## src/rtl/wb_stage.sv

```systemverilog
// ---------------------------------------------------------------------------
// wb_stage -- writeback end of the integer pipeline.
//
// Registers the MEM/WB boundary, waits for load data from data memory when it
// is not already available, aligns and sign/zero-extends loaded bytes and
// halves, selects the writeback source (ALU result, load data, PC+4) and
// drives the register-file write port plus a bypass copy for operand
// forwarding.
//
// Ports:
//   clk, rst            clock (rising edge), synchronous active-high reset
//   mem_valid/mem_ready MEM->WB handshake; mem_ready is low while a load waits
//   alu_result, pc_out  ALU result (also the load byte address) and PC
//   rd_addr, reg_wr     destination register and its write enable
//   wb_sel              00 ALU, 01 load, 10 PC+4, 11 treated as ALU
//   ld_funct3           load size/sign (LB, LH, LW, LBU, LHU)
//   dmem_rdata/rvalid   raw load word and its valid strobe
//   flush               kills the instruction captured or pending here
//   rf_wr_en/waddr/wdata register-file write port (one-cycle write pulse)
//   fwd_valid           bypass qualifier, identical to rf_wr_en
//
// Optional feature, macro WB_INSTRET_EN: adds a 64-bit retired-instruction
// counter (output instret) with a synchronous clear (input instret_clr).
// ---------------------------------------------------------------------------
module wb_stage #(
  parameter int XLEN      = 32,
  parameter int RF_ADDR_W = 5
) (
  input  logic                 clk,
  input  logic                 rst,
  input  logic                 mem_valid,
  output logic                 mem_ready,
  input  logic [XLEN-1:0]      alu_result,
  input  logic [XLEN-1:0]      pc_out,
  input  logic [RF_ADDR_W-1:0] rd_addr,
  input  logic                 reg_wr,
  input  logic [1:0]           wb_sel,
  input  logic [2:0]           ld_funct3,
  input  logic [XLEN-1:0]      dmem_rdata,
  input  logic                 dmem_rvalid,
  input  logic                 flush,
  output logic                 rf_wr_en,
  output logic [RF_ADDR_W-1:0] rf_waddr,
  output logic [XLEN-1:0]      rf_wdata,
  output logic                 fwd_valid
`ifdef WB_INSTRET_EN
  ,
  input  logic                 instret_clr,
  output logic [63:0]          instret
`endif
);

  typedef enum logic {IDLE, WAIT_LOAD} state_t;

  state_t                 state;
  logic [1:0]             lane_q;
  logic [2:0]             funct3_q;
  logic [RF_ADDR_W-1:0]   rd_q;
  logic                   reg_wr_q;

  logic                   accept;
  logic                   is_load;
  logic [XLEN-1:0]        sel_value;

  // Extract the addressed byte/half from the raw word and extend it.
  // Undefined funct3 encodings pass the word through untouched.
  function automatic logic [XLEN-1:0] align_load(input logic [XLEN-1:0] word,
                                                 input logic [1:0]      lane,
                                                 input logic [2:0]      f3);
    logic [7:0]      b;
    logic [15:0]     h;
    logic [XLEN-1:0] r;
    case (lane)
      2'd0:    b = word[7:0];
      2'd1:    b = word[15:8];
      2'd2:    b = word[23:16];
      default: b = word[31:24];
    endcase
    h = lane[1] ? word[31:16] : word[15:0];
    case (f3)
      3'b000:  r = {{24{b[7]}}, b};
      3'b001:  r = {{16{h[15]}}, h};
      3'b100:  r = {24'b0, b};
      3'b101:  r = {16'b0, h};
      default: r = word;
    endcase
    return r;
  endfunction

  // Writeback source selection for an instruction retiring straight out of
  // IDLE; reserved wb_sel=11 falls back to the ALU result.
  always_comb begin
    accept  = mem_valid & mem_ready;
    is_load = (wb_sel == 2'b01);
    case (wb_sel)
      2'b01:   sel_value = align_load(dmem_rdata, alu_result[1:0], ld_funct3);
      2'b10:   sel_value = pc_out + XLEN'(4);
      default: sel_value = alu_result;
    endcase
  end

  // Control FSM and registered write port. A load whose data is not yet
  // available parks in WAIT_LOAD with only the fields needed to finish it.
  // flush beats a same-cycle dmem_rvalid and never produces a write.
  always_ff @(posedge clk) begin
    if (rst) begin
      state     <= IDLE;
      mem_ready <= 1'b1;
      rf_wr_en  <= 1'b0;
      rf_waddr  <= '0;
      rf_wdata  <= '0;
      lane_q    <= '0;
      funct3_q  <= '0;
      rd_q      <= '0;
      reg_wr_q  <= 1'b0;
    end else begin
      rf_wr_en <= 1'b0;
      case (state)
        IDLE: begin
          if (accept && !flush) begin
            if (is_load && !dmem_rvalid) begin
              state     <= WAIT_LOAD;
              mem_ready <= 1'b0;
              lane_q    <= alu_result[1:0];
              funct3_q  <= ld_funct3;
              rd_q      <= rd_addr;
              reg_wr_q  <= reg_wr;
            end else begin
              rf_wr_en <= reg_wr & (rd_addr != '0);
              rf_waddr <= rd_addr;
              rf_wdata <= sel_value;
            end
          end
        end
        WAIT_LOAD: begin
          if (flush) begin
            state     <= IDLE;
            mem_ready <= 1'b1;
          end else if (dmem_rvalid) begin
            state     <= IDLE;
            mem_ready <= 1'b1;
            rf_wr_en  <= reg_wr_q & (rd_q != '0);
            rf_waddr  <= rd_q;
            rf_wdata  <= align_load(dmem_rdata, lane_q, funct3_q);
          end
        end
        default: begin
          state     <= IDLE;
          mem_ready <= 1'b1;
        end
      endcase
    end
  end

  assign fwd_valid = rf_wr_en;

`ifdef WB_INSTRET_EN
  logic retire;

  // An instruction retires when it leaves the stage unflushed, whether or
  // not it actually writes the register file.
  always_comb begin
    retire = (accept && !flush && (!is_load || dmem_rvalid)) ||
             (state == WAIT_LOAD && !flush && dmem_rvalid);
  end

  // Retired-instruction counter; clear wins over a same-cycle retirement.
  always_ff @(posedge clk) begin
    if (rst)              instret <= '0;
    else if (instret_clr) instret <= '0;
    else if (retire)      instret <= instret + 64'd1;
  end
`endif

endmodule
```

## config.mk

```make
export PLATFORM = sky130hd
export DESIGN_NAME = wb_stage
export DESIGN_NICKNAME = d
export VERILOG_FILES = /design/src/rtl/wb_stage.sv
export SDC_FILE = /design/constraint.sdc
export NUM_CORES = 1
export LEC_CHECK = 0
export ABC_AREA = 1
export CORE_ASPECT_RATIO = 1.25
export CORE_MARGIN = 3
export CORE_UTILIZATION = 43
export CTS_CLUSTER_SIZE = 24
export DETAILED_ROUTE_END_ITERATION = 7
export GPL_TIMING_DRIVEN = 0
export PLACE_DENSITY = 0.78
export SYNTH_ARGS = -nofsm -noshare
export SYNTH_HDL_FRONTEND = slang
export SYNTH_SLANG_ARGS = --single-unit
```

## constraint.sdc

```tcl
create_clock -name clk -period 1.7 [get_ports clk]
set_clock_uncertainty 0.05 [all_clocks]
set_input_delay 0.34 -clock clk [delete_from_list [all_inputs] [get_ports clk]]
set_output_delay 0.34 -clock clk [all_outputs]
set_load 0.01 [all_outputs]
```

==> reports/summary.txt, run 1 <==
status -> complete, no violations
CTS tree -> yes
VDD IR max -> 0.479 mV
Tmin final -> 1.69 ns
DIE HEIGHT -> 124 um
initial antenna violation count -> 0
Setup Crit Path Kind -> in2reg
most numerous cell in the Yosys netlist -> nand2_1
largest net degree at the start of global routing -> 17
final non-filler cell area -> 7190 um2
clk root buf -> clkbuf_16
fin crit share -> 99.3%
Final GP Congestion -> 1.04
Max FO, Critical Path -> 4
Worst Setup End Kind -> flip-flop
Crit path arrival time -> 1.88 ns
grt total ovfl -> 0
ANT cells -> 0
Critical Path Start Type -> primary input
Top Ports -> 152
clk sinks -> 51
final worst setup slack -> 0.0114 ns
DR vias -> 6655
most frequent cells after synthesis -> nand2_1 (273), a21oi_1 (95), nor2_1 (83), o21ai_0 (72), inv_1 (64)
initial DRC count -> 606
Global Route Usage Sum -> 33.8%
RSZ-0062 raised after global routing -> true
leading area contributor after synthesis -> nand2_1
total CTS buffers -> 5
Most used DFF post-synth -> dfxtp_1
Core Region -> 10700 um2
die width -> 100 um
Synth Area in Simple Gates -> 38.7%
mean number of vias per cell -> 5.68
Hold WS -> 0.398 ns
Post-DP HPWL -> 16.8 mm
share of cells above drive strength 1 -> 19.1%
Max Cap Viol -> 0
Setup-failing EPs final -> 0
Synth area leaders -> nand2_1 (21%), dfxtp_1 (21%), a21oi_1 (9.9%), o21ai_0 (7.5%), nor2_1 (6.5%)
syn_area_per_cell -> 5.57 um2
residual DRC count -> 0
multiplexer share of the synthesized area -> 0.209%
P&R area growth vs syn -> 50.0%
Worst-Skew Late Latency -> 0.30 ns
vias in the first global route -> 6264
Slew headroom -> 58.5%
Mapped Area -> 4790 um2
TritonRoute pass-1 iters -> 5
Compound-Gate Fraction of Synth Area -> 27.9%
# rows -> 42
PD cells -> 534 nW/um2
first-pass GRT wire length -> 32.8 mm
Yosys cell types -> 37
Post-Route WL -> 21.9 mm
worst path required time -> 1.89 ns
Reg clk slew, reported paths -> 0.07 ns
DR WL/cell -> 18.7 um
Cells after Synth -> 861
number of buffers added on ports -> 150
Longest Clk Path Bufs -> 2
Yosys warnings -> 0
setup_tns -> 0 ns
Design Power -> 3840 uW
pre-CTS setup slack -> -0.834 ns
EDFF count, synth -> 0
Detail Route Antenna Nets -> 0
H-tree levels -> 2
Mapped Nets -> 976
leakage -> 0.00308 uW
post-synth top area share -> 21.4%
#FFs+latches synth -> 51
die area -> 12500 um2
Post-Synth XOR/XNOR Area -> 0.731%
final hold violation count -> 0
Final Max Tran Viols -> 0
Initial Utilization -> 44.7%
Post-DP Area -> 6490 um2
largest family of logic cells by synthesized area -> simple AND/OR/NAND/NOR gates
worst slew pin tran -> 0.622 ns
Max Fclk -> 592 MHz
Seq/Total Area, Yosys -> 21.3%
ys async rst share -> 0%
worst hold-check path type -> in2reg
nets@finish -> 1154
adder-cell area share of the yosys netlist -> 0.783%
-- power by group --
part	switching, uW	leakage, uW	internal (uW)
clock	507	0.0000675	554
sequential	40.4	0.000419	1260
combinational	825	0.00259	648
-- final timing paths --
kind                      start           end  slack [ns]  cells after the start
setup / recovery      pc_out[3]  rf_wdata[12]        0.01                      9
hold / removal    alu_result[0]     lane_q[0]        0.40                      3
setup reg to reg          state  rf_wdata[31]        0.04                     12
hold reg to reg    rf_wdata[26]  rf_wdata[26]        0.42                      2
-- layer usage --
| layer | GRT usage (%) | vias up | wire length [um] |
|---|---|---|---|
| li1 | - | 3240 | - |
| met1 | 40.5 | 2992 | 8650 |
| met2 | 57.4 | 343 | 10400 |
| met3 | 5.38 | 80 | 1640 |
| met4 | 19.0 | 0 | 1220 |
| met5 | 0 | - | 0 |
-- sequential cells by signal (all words and copies together), names as in the netlist --
name and count:
funct3_q 3, fwd_valid 1, lane_q 2, mem_ready 1, rd_q 5, reg_wr_q 1
rf_waddr 5, rf_wdata 32, state 1
-- per-stage QoR --
stage / instances / util (%)
after floorplan: 861 / -
after global placement: 1143 / 60.6
after detailed placement: 1143 / 60.6
after CTS: 1165 / 64.9
after global routing: 1172 / 67.1
final: 1172 / 67.1
-- worst max-delay path: stages --
cell,delay (ns)
buf_2,0.14
ha_4,0.16
nand2_1,0.08
nor2_4,0.14
nand3b_1,0.20
xor2_1,0.23
o211ai_1,0.28
nand2_1,0.14
a21oi_2,0.16
-- cells in the final DEF (no fill, tap or decap), drive strengths merged, types with 3 or more instances in the layout --
cell type / n
a21oi: 95
a31oi: 9
buf: 49
clkbuf: 43
clkdlybuf4s15: 6
clkdlybuf4s50: 105
dfxtp: 51
dlygate4sd2: 14
dlymetal6s2s: 8
ha: 3
inv: 69
nand2: 275
nand3: 63
nand4: 4
nor2: 89
o2111ai: 6
o211ai: 35
o21ai: 87
o21bai: 4
or2: 10
xor2: 4
-- logic make-up after synthesis --
logic type      Yosys count
fa+ha+maj                 3
buf+inv                 117
mux                       1
xor+xnor                  4
flops                    51
compound gates          239
simple gates            446
-- final cells by class --
cell class	instances	area [um2]
repair buffers	173	1650
fillers	985	3530
flip-flops and latches	51	1030
inverters	69	289
clock inverters	2	16.3
plain buffers	46	304
multi-input cells	693	3600
well taps	132	165
clock buffers	6	129
-- timing repair --
| action | in CTS | in global routing |
|---|---|---|
| cloned | 1 | 1 |
| pin swaps | 26 | 21 |
| hold buffers | 0 | 0 |
| setup endpoints to repair | 49 | 39 |
| setup buffers | 13 | 8 |
| gates resized for setup | 139 | 119 |
Power figures use the tool's default switching activity.
==> run 2: changes to the inputs <==
- CORE_UTILIZATION: 43 -> 44
- CTS_BUF_LIST: not set -> sky130_fd_sc_hd__clkbuf_2
- PLACE_DENSITY: 0.78 -> 0.8
- SLEW_MARGIN: not set -> 20
- TNS_END_PERCENT: not set -> 1
==> run 2 against run 1 <==
The flow now finishes with violations (negative setup slack). Sequential cell count unchanged. Fmax decreased by 3.9%. Sequential power about the same. Combinational power decreased by 5%. Critical path depth increased by 4. Total power decreased by 14%. Register-to-register slack got worse by 0.06 ns. Wire length decreased by 1.8%.
==> reports/summary.txt, run 2 (synthesis gave the netlist of run 1 again) <==
worst path required time -> 2.08 ns (was 1.89 ns)
clk sinks -> 51 (unchanged)
Post-DP HPWL -> 17.3 mm (was 16.8 mm)
Most flops, register -> rf_wdata (unchanged)
Worst-Skew Late Latency -> 0.50 ns (was 0.30 ns)
DR WL/cell -> 18.7 um (about the same)
Critical Path Start Type -> primary input (unchanged)
Reg clk slew, reported paths -> 0.33 ns (was 0.07 ns)
Final GP Congestion -> 0.986 (was 1.04)
switching part of the total power -> 40.1% (was 35.8%)
crit path cell chain -> clkdlybuf4s50_1, nand2_2, nor2_4, nand2_1, nor2_4, nand2_1, nand2_1, nand3_1, o21ai_1, nand2_1, nand2_1, nand2_1, a21oi_1 (was buf_2, ha_4, nand2_1, nor2_4, nand3b_1, xor2_1, o211ai_1, nand2_1, a21oi_2)
commonest cells after routing, fill and taps aside -> nand2_1 (264), a21oi_1 (94), clkdlybuf4s50_1 (94), o21ai_0 (66), nor2_1 (65) (was nand2_1 (251), clkdlybuf4s50_1 (105), a21oi_1 (89), o21ai_0 (62), nand3_1 (57))
fin crit share -> 103% (was 99.3%)
die area -> 12200 um2 (was 12500 um2)
Largest regs -> rf_wdata x32, rd_q x5, rf_waddr x5 (unchanged)
clock share of power -> 18.1% (was 27.7%)
Worst Setup End Kind -> flip-flop (unchanged)
CP peak stage delay -> 0.56 ns (was 0.28 ns)
residual DRC count -> 0 (unchanged)
Post-Route WL -> 21.5 mm (was 21.9 mm)
vias in the first global route -> 6001 (was 6264)
slowest stage cell, crit path -> clkdlybuf4s50_1 (was o211ai_1)
Max FO, Critical Path -> 5 (was 4)
Top Ports -> 152 (unchanged)
hold-fix buffers at CTS -> 0 (unchanged)
Detail Route Antenna Nets -> 0 (unchanged)
Non-Filler Instances -> 1154 (was 1172)
Setup Crit Path Kind -> in2reg (unchanged)
Post-DP Area -> 6490 um2 (unchanged)
Longest Clk Path Bufs -> 2 (unchanged)
PD cells -> 486 nW/um2 (was 534 nW/um2)
leakage -> 0.00301 uW (was 0.00308 uW)
worst slew pin tran -> 0.601 ns (was 0.622 ns)
Global Route Usage Sum -> 34.2% (was 33.8%)
Tmin final -> 1.76 ns (was 1.69 ns)
Crit path max-delay family -> simple AND/OR/NAND/NOR gates (unchanged)
Comb power frac -> 42.0% (was 38.4%)
WP buf/inv -> 1 (unchanged)
DIE HEIGHT -> 123 um (was 124 um)
final hold violation count -> 0 (unchanged)
most common cell after layout, fill and taps aside -> nand2_1 (unchanged)
VDD IR max -> 0.423 mV (was 0.479 mV)
final non-filler cell area -> 6800 um2 (was 7190 um2)
mean number of vias per cell -> 5.75 (was 5.68)
final worst setup slack -> -0.0569 ns (was 0.0114 ns)
first-pass GRT wire length -> 32.3 mm (was 32.8 mm)
ANT cells -> 0 (unchanged)
largest net degree at the start of global routing -> 18 (was 17)
nets@finish -> 1136 (was 1154)
Initial Utilization -> 45.2% (was 44.7%)
TritonRoute pass-1 iters -> 5 (unchanged)
Crit path arrival time -> 2.14 ns (was 1.88 ns)
sw power -> 1330 uW (was 1370 uW)
clk root buf -> clkbuf_2 (was clkbuf_16)
number of buffers added on ports -> 150 (unchanged)
pre-CTS setup slack -> -0.834 ns (about the same)
failing checks -> negative setup slack
Placed Cells -> 1143 (unchanged)
max FFs per register -> 32 (unchanged)
Setup-failing EPs final -> 9 (was 0)
grt total ovfl -> 0 (unchanged)
# rows -> 42 (unchanged)
Slew headroom -> 60.0% (was 58.5%)
DR vias -> 6636 (was 6655)
Max Cap Viol -> 0 (unchanged)
P&R area growth vs syn -> 41.9% (was 50.0%)
RSZ-0062 raised after global routing -> true (unchanged)
Max Fclk -> 569 MHz (was 592 MHz)
internal power -> 1980 uW (was 2460 uW)
initial antenna violation count -> 0 (unchanged)
worst hold-check path type -> in2reg (unchanged)
initial DRC count -> 616 (was 606)
H-tree levels -> 2 (unchanged)
part of the power in registers -> 39.8% (was 34.0%)
die width -> 99.4 um (was 100 um)
status -> finished with violations (was complete, no violations)
CTS tree -> yes (unchanged)
total CTS buffers -> 5 (unchanged)
CP most frequent cell -> nand2_1 (unchanged)
Core Region -> 10600 um2 (was 10700 um2)
share of cells above drive strength 1 -> 14.9% (was 19.1%)
Final Max Tran Viols -> 0 (unchanged)
==> run 2: cell count changes in the layout (fill, tap and decap cells not counted), sizes merged <==
cell	previous run	this run
clkinvlp	1	0
dlygate4sd2	14	52
inv	69	71
clkdlybuf4s50	105	94
clkbuf	43	30
dlymetal6s2s	8	4
buf	49	26
clkdlybuf4s15	6	0
==> run 2: worst register-to-register path, delay by kind of cell, from the launching register on <==
kind | cells | cell delay (ns)
AOI/OAI and AO/OA | 5 | 0.84
buffers and inverters | 2 | 0.32
DFF | 1 | 0.44
==> run 2: final cells by class <==
type	count	area, um2
multi-input combinational	693	3470
clock inverter	3	22.5
timing repair buffer	153	1470
fill	1076	3810
sequential	51	1080
buffer	48	304
clock buffer	5	25.0
inverter	69	272
tap	132	165
==> run 2: through the flow <==
| step | utilization [%] | hold slack, ns | power [uW] | setup TNS [ns] |
|---|---|---|---|---|
| after global placement | 61.2 | 0.404 | 2680 | -34.29 |
| after floorplan | - | 0.359 | 1980 | 0 |
| final | 64.1 | 0.341 | 3300 | -0.206 |
| after global routing | 64.1 | 0.367 | 3450 | -2.90 |
| after detailed placement | 61.2 | 0.408 | 2680 | -33.59 |
| after CTS | 62.9 | 0.326 | 3250 | -0.257 |
==> run 2: timing repair <==
action / CTS / global route
pin swaps: 11 / 5
hold endpoints to repair: 0 / 0
setup endpoints to repair: 78 / 41
cloned: 0 / 0
resized for setup: 141 / 47
buffers inserted: 3 / 0
==> run 2: metal layers <==
layer  GRT usage (%)  share of wire [%]
met5               0                  0
met4            18.9                5.6
met3            4.72                8.3
met2            58.0                 47
met1            41.6                 39
==> run 2: power groups by stage <==
stage	sequential (uW)	clock, uW	combinational, uW
floorplan	1360	0	627
global placement	1330	0	1350
detailed placement	1330	0	1350
CTS	1320	595	1340
global route	1320	627	1500
finish	1320	600	1390
==> run 2: worst paths after layout <==
path,from,end,slack [ns],cells after the start
max reg2reg,lane_q[1],rf_wdata[1],-0.02,7
max,pc_out[14],rf_wdata[19],-0.06,13
min,alu_result[1],lane_q[1],0.34,4
min reg2reg,rf_wdata[27],rf_wdata[27],0.43,2
